--- config.mk ---
export PLATFORM = sky130hd
export DESIGN_NAME = mux_arbiter_2x1
export DESIGN_NICKNAME = d
export VERILOG_FILES = /design/src/rtl/mux_arbiter_2x1.sv
export SDC_FILE = /design/constraint.sdc
export NUM_CORES = 1
export LEC_CHECK = 0
export ABC_AREA = 1
export ABC_CLOCK_PERIOD_IN_PS = 1800
export CORE_AREA = 4 4 41 43
export CTS_BUF_LIST = sky130_fd_sc_hd__clkbuf_2
export CTS_CLUSTER_SIZE = 14
export DETAILED_ROUTE_END_ITERATION = 7
export DIE_AREA = 0 0 45 47
export GPL_TIMING_DRIVEN = 0
export HOLD_SLACK_MARGIN = 0.12
export PLACE_DENSITY = 0.68
export SYNTH_ARGS = -nofsm -noshare
export SYNTH_HDL_FRONTEND = slang
export SYNTH_SLANG_ARGS = --single-unit
--- constraint.sdc ---
create_clock -name clock -period 1.8 [get_ports clock]
set_clock_uncertainty 0.05 [all_clocks]
set_input_delay 0.45 -clock clock [delete_from_list [all_inputs] [get_ports clock]]
set_output_delay 0.45 -clock clock [all_outputs]
set_load 0.02 [all_outputs]
--- src/rtl/mux_arbiter_2x1.sv ---
// mux_arbiter_2x1: two requesters share one 4-bit datapath through a
// round-robin arbiter. OUT, SEL, grants and VALID are all registered.
// Optional macro ARB_TIMEOUT_EN adds a hold counter that forces a hand-over
// after MAX_HOLD consecutive grant cycles when the other side is waiting.
//
// state  | meaning
// IDLE   | nobody owns the datapath, OUT forced to zero
// GRANT0 | requester 0 owns the datapath, SEL=0
// GRANT1 | requester 1 owns the datapath, SEL=1
module mux_arbiter_2x1 #(
  parameter int unsigned MAX_HOLD = 8
) (
  input  logic       clock,
  input  logic       reset,
  input  logic       REQ0,
  input  logic       REQ1,
  input  logic [3:0] D0,
  input  logic [3:0] D1,
  output logic       GNT0,
  output logic       GNT1,
  output logic       SEL,
  output logic [3:0] OUT,
  output logic       VALID
);

  typedef enum logic [1:0] {
    IDLE   = 2'd0,
    GRANT0 = 2'd1,
    GRANT1 = 2'd2
  } state_t;

  // The hold limit only matters with the timeout build, but an out-of-range
  // value is a configuration mistake in either build.
  if (MAX_HOLD < 2 || MAX_HOLD > 15) begin : g_bad_max_hold
    $error("mux_arbiter_2x1: MAX_HOLD must be within 2..15");
  end

  state_t     state_q, state_d;
  logic       last_q, last_d;
  logic       sel_q, sel_d;
  logic [3:0] out_q, out_d;
  logic       valid_q, valid_d;
  logic       timeout;

`ifdef ARB_TIMEOUT_EN
  localparam logic [3:0] HOLD_LIMIT = 4'(MAX_HOLD - 1);

  logic [3:0] hold_q, hold_d;

  // Forced hand-over only when the owner has used up its slot and the other side waits.
  always_comb begin
    timeout = (hold_q == HOLD_LIMIT) &&
              (((state_q == GRANT0) && REQ1) || ((state_q == GRANT1) && REQ0));
  end

  // Hold counter: clears on any grant entry, counts grant cycles, saturates at the limit.
  always_comb begin
    hold_d = 4'd0;
    if ((state_d != IDLE) && (state_d == state_q)) begin
      hold_d = (hold_q == HOLD_LIMIT) ? hold_q : hold_q + 4'd1;
    end
  end
`else
  assign timeout = 1'b0;
`endif

  // Next-state and next-output decode for the arbiter.
  always_comb begin
    state_d = state_q;
    case (state_q)
      IDLE: begin
        if (REQ0 && REQ1)  state_d = last_q ? GRANT0 : GRANT1;
        else if (REQ0)     state_d = GRANT0;
        else if (REQ1)     state_d = GRANT1;
        else               state_d = IDLE;
      end
      GRANT0: begin
        if (timeout)       state_d = GRANT1;
        else if (REQ0)     state_d = GRANT0;
        else if (REQ1)     state_d = GRANT1;
        else               state_d = IDLE;
      end
      GRANT1: begin
        if (timeout)       state_d = GRANT0;
        else if (REQ1)     state_d = GRANT1;
        else if (REQ0)     state_d = GRANT0;
        else               state_d = IDLE;
      end
      default:             state_d = IDLE;
    endcase

    last_d = last_q;
    sel_d  = sel_q;
    if (state_d == GRANT0) begin
      last_d = 1'b0;
      sel_d  = 1'b0;
    end else if (state_d == GRANT1) begin
      last_d = 1'b1;
      sel_d  = 1'b1;
    end

    // Data path follows the current owner, so OUT lags the grant by one cycle.
    case (state_q)
      GRANT0:  out_d = D0;
      GRANT1:  out_d = D1;
      default: out_d = 4'b0000;
    endcase
    valid_d = (state_q != IDLE);
  end

  // State, pointer and registered outputs with synchronous active-low reset.
  always_ff @(posedge clock) begin
    if (!reset) begin
      state_q <= IDLE;
      last_q  <= 1'b1;
      sel_q   <= 1'b0;
      out_q   <= 4'b0000;
      valid_q <= 1'b0;
`ifdef ARB_TIMEOUT_EN
      hold_q  <= 4'd0;
`endif
    end else begin
      state_q <= state_d;
      last_q  <= last_d;
      sel_q   <= sel_d;
      out_q   <= out_d;
      valid_q <= valid_d;
`ifdef ARB_TIMEOUT_EN
      hold_q  <= hold_d;
`endif
    end
  end

  assign GNT0  = (state_q == GRANT0);
  assign GNT1  = (state_q == GRANT1);
  assign SEL   = sel_q;
  assign OUT   = out_q;
  assign VALID = valid_q;

endmodule

# --- After elaboration in Yosys (flattened, before gate mapping) ---
# Cells that the tools add are included.
# Widths: inputs -> output; s select.
totals:
  reg_bits: 9
  out_inout_bits: 8
  inputBits: 12
  word_cells: 25
op_classes:
  n_reduce_logical: 5
  bitwise: 1
  mux: 10
  n_eq_ne: 4
op_table:
  columns: ["operator", "n"]
  rows:
  - ["$mux 2", 5]
  - ["$pmux 4 s2", 1]
  - ["$pmux 2 s3", 1]
  - ["$eq 2x1->1 const B", 2]
  - ["$eq 2x2->1 const B", 2]
  - ["$reduce_bool 2->1", 2]
  - ["$mux 1", 3]
  - ["$logic_not 2->1", 1]
  - ["$reduce_or 2->1", 1]
  - ["$logic_and 1x1->1", 1]
  - ["$not 1->1", 1]

# --- Logic depth before layout (Yosys ltp) ---
logic_depth:
  word_depth: 7
  mapped_depth: 9
  ltp_nobuf: 9

# --- Least setup slack after synthesis ---
# No wires, ideal clock.
synth_path:
  kind: "reg2reg"
  start: "register state_q[0]"
  end: "register last_q"
  setup_ps: 123
  path_stages_with_launch: 10
  setup_slack_ps: 93
  synth_period_minus_slack_ps: 1707
  t_required_ps: 1627
  n_path_buf: 0
  t_arrival_ps: 1534
  path_cell_list: "dfxtp_1 inv_1 ha_1 a21oi_1 nand2_1 nand2_1 inv_1 ha_1 a21oi_1 o21ai_0"
synth_between:
  elab_chain_len: 4
  word_cells_on_any_way: 8
  cone_classes: "eq/ne: 4; mux: 2; reduce/logical: 2"
synth_lines:
  columns: ["item", "line_no", "rtl"]
  rows:
  - ["start: declaration", "38", "state_t state_q, state_d;"]
  - ["start signal: assignment", "123", "state_q <= state_d;"]
  - ["$eq 2x2->1 *", null, null]
  - ["named net GNT1", "20", "output logic GNT1,"]
  - ["$pmux 2 s3 *", "70", "case (state_q)"]
  - ["named net state_d[1]", "38", null]
  - ["$eq 2x1->1 / $eq 2x2->1 (equally long branches)", "94, 97", null]
  - ["$mux 1 / $reduce_bool 2->1 (equally long branches)", null, null]
  - ["end signal: assignment", "124", "last_q <= last_d;"]
  - ["end: declaration", "39", "logic last_q, last_d;"]
# The timed path passes the listed nets; every way through them passes the cells marked *.
# A chain may end at the register's enable or synchronous reset.

# --- Final worst setup path ---
layout_path:
  start: "input REQ0"
  end: "register last_q"
layout_between:
  elab_chain_len: 5
  word_cells_on_any_way: 10
  cone_classes: "eq/ne: 2; mux: 6; reduce/logical: 2"
layout_lines:
  columns: ["item", "line_no", "rtl"]
  rows:
  - ["start: declaration", "15", "input logic REQ0,"]
  - ["$mux 2 / $logic_and 1x1->1 (equally long branches)", "79, 72", null]
  - ["$mux 2", "72", "if (REQ0 && REQ1) state_d = last_q ? GRANT0 : GRANT1;"]
  - ["$pmux 2 s3 *", "70", null]
  - ["named net state_d[1]", "38", null]
  - ["$eq 2x1->1 / $eq 2x2->1 (equally long branches)", "94, 97", null]
  - ["$mux 1 / $reduce_bool 2->1 (equally long branches)", null, null]
# Marks and branches as above.

==> results <==
- In this run the number of H-tree levels came out at 1.
- The total count of hold-check failures in the final report is 0.
- The synthesized netlist net count is 75.
- At the pin with the least slew margin, the transition time is 0.222 ns.
- The power per cell area is 756 mW/mm².
- The synthesized instance count is 56.
- Synthesis instantiated 10 different standard cells from the library.
- In this run the mean area of a mapped cell was 7.75 µm².
- The number of synthesized register bits is 9.
- Across the whole layout, storage elements account for 185 µm².
- The sum of buffers and inverters on the critical path is 3.
- Max-cap violations in this run came to 0.
- The post-route antenna net violation count is 0.
- The setup slack of the critical path after layout is 0.0968 ns.
- The remaining global-route overflow is 0.
- Across all layers, the routed design uses 414 vias.
- The die outline width is 45 µm.
- The filler cells instantiated in the layout total 136.
- From synthesis to final layout, the design area changed by 57.6%.
- The first routing iteration left 14 violations.
- The number of buffers inserted during clock tree synthesis is 3.
- The detail-routed via count per cell is 4.40.
- The master of the slowest instance on the critical path is clkdlybuf4s50_1.
- The clock network latency to the later pin of the worst-skew pair is 0.25 ns.
- Data on the critical path arrives at its endpoint at 1.79 ns.
- Headroom to the max-slew limit came out at 85.2%.
- Dividing the final minimum period by the clock period gives 94.6%.
- The per-cell routed wire length is 11.1 µm.
- The pin count of the biggest net entering global routing is 8.
- The weighted congestion at the end of routability-driven global placement is 0.770.
- In this run the vertical extent of the chip is 47 µm.
- The number of top-level design ports is 20.
- Power comes to 517 µW.
- The cell family with the largest share of critical-path delay is buffers and inverters.
- The floorplan die area is 0.00212 mm².
- The via count of the first global-routing pass is 402.
- The number of sinks handled by clock tree synthesis is 9.
- The worst min-delay path category is flop to flop.
- For the worst setup path, the data required time is 1.89 ns.
- The initial antenna violation count is 0.
- The clock passes through at most 2 buffers.
- The number of buffer cells added on primary ports is 19.
- Global routing used 12.4% of the available tracks.
- Once placement completed, the tool counted placed cells totaling 90.
- The worst hold slack after final layout is 0.451 ns.
- The layout cell share with drive strength beyond 1 is 13.9%.
- The maximum cell stage delay along the critical path is 0.48 ns.
- Prior to clock tree synthesis, the placed netlist has a worst setup slack of -0.207 ns.
- The clock tree from TritonCTS is done.
- STA classifies the critical path endpoint as a flop.
- The number of design rule violations left after detail routing is 0.
- Walking the worst path, the cells encountered are clkdlybuf4s50_1 > inv_1 > a21oi_1 > nand2_1 > nand2_2 > inv_1 > ha_1 > a21oi_1 > o21ai_0.
- The maximum clock rate is 587 MHz.
- Setup violations remaining at the end of the flow were counted as 0.
- The clock slew seen by the registers of the worst setup and hold paths is 0.09 ns.
- For this run, the number of standard cells in the final layout without fillers is 94.
- The total of hold buffers inserted after clock tree synthesis is 0.
- The post-synthesis instance area is 434 µm².
- The final layout contains 99 nets.
- The worst-path maximum fanout is 3.
- The core area is 0.00130 mm².
- The initial core utilization is 33.4%.
- Summed over all layers, the routed wires come to 1050 µm.
- During synthesis, Yosys emitted a total of 0 warnings.
- Of the synthesized area, sequential elements account for 41.5%.
- The analysis attributes to cell leakage a power of 0.312 nW.
- The max-slew violation count is 0.
- The worst setup path is launched from an input port.
- The kind of critical path is input port to flop.
- The run finished with clean final reports.
- The detailed-placement wirelength estimate is 771 µm.
- The minimum clock period after layout is 1.70 ns.
- The peak ir drop on the vdd network is 395 µV.
- The floorplan has 13 rows.
- The multi-input combinational cells in the finished layout cover a total of 239 µm².
- The first global-routing pass estimated 1770 µm of wire.
- The number of diodes is 0.
- The buffer cell driving the clock tree root is clkbuf_2.
- The length of the first detailed-routing pass in iterations is 4.
## final timing paths
| kind | startpoint | cells past startpoint | endpoint | slack [ns] |
|---|---|---|---|---|
| worst min register to register | SEL$_SDFFE_PP0N_ | 2 | SEL$_SDFFE_PP0N_ | 0.45 |
| worst max-delay path | REQ0 | 9 | last_q$_SDFFE_PN1P_ | 0.1 |
| worst min-delay path | SEL$_SDFFE_PP0N_ | 2 | SEL$_SDFFE_PP0N_ | 0.45 |
| worst max register to register | state_q[1]$_SDFF_PN0_ | 9 | last_q$_SDFFE_PN1P_ | 0.16 |
## kinds of logic after synthesis
family	share of synthesized area [%]
AOI/OAI and AO/OA	9.22
buffers and inverters	6.92
and+or+nand+nor	22.2
DFF	41.5
adders and majority gates	20.2
## final cells by class
type	count	share of cell area, %
inverters	8	4.39
flip-flops and latches	9	27.1
well taps	15	2.74
repair buffers	19	28.0
multi-input cells	39	34.9
clock buffers	4	2.93
## through the flow
step	area [µm²]	util, %	TNS (ns)
CTS	666	51.2	0
global route	684	52.6	-0.00519
finish	684	52.6	0
global placement	643	49.4	-0.215
floorplan	434	-	0
detailed placement	643	49.4	-0.273
## flip-flops by register name, indices dropped and copies added (netlist names)
signal	flops
state_q	2
OUT	4
SEL	1
last_q	1
VALID	1
## cell usage in the layout, fill, tap and decap left out, drive strengths merged, types with 2 or more instances in the layout
cell type      netlist  routed
a21oi                7       7
clkbuf               0       4
clkdlybuf4s15        0       2
clkdlybuf4s50        0      17
dfxtp                9       9
ha                   7       7
inv                  8       8
nand2               17      17
nor2                 6       6
## routing by layer
metal | track usage (%) | vias up | share of wire, %
met3 | 3.83 | 4 | 11
li1 | - | 218 | -
met4 | 10.5 | 0 | 2.3
met5 | 0 | - | 0
met2 | 19.5 | 19 | 41
met1 | 13.5 | 173 | 45
## cells in the mapped netlist
library cell  number  area (µm²)
a21oi_1            7        35.0
dfxtp_1            9         180
ha_1               7        87.6
inv_1              8        30.0
nand2_1           16        60.1
nand2_2            1        6.26
nor2_1             5        18.8
nor2_2             1        6.26
nor3_1             1        5.00
o21ai_0            1        5.00
## worst min-delay path, stage by stage (launching register included)
cell and delay, ns:
dfxtp_1 0.32, nor2_1 0.09, nor3_1 0.05
## repair_timing
item                                    in CTS  in global routing
endpoints found under the setup margin       2                  3
buffers inserted                             0                  0
gates resized for setup                      5                  6
hold endpoints to repair                     0                  0
## power by group
group / internal (mW) / leakage [nW] / switching (mW)
clock network: 0.0590 / 0.0166 / 0.0757
logic: 0.0744 / 0.221 / 0.0796
registers: 0.217 / 0.0745 / 0.0116
total: 0.350 / 0.312 / 0.167
Note: power is estimated with default switching activity, not from simulation.
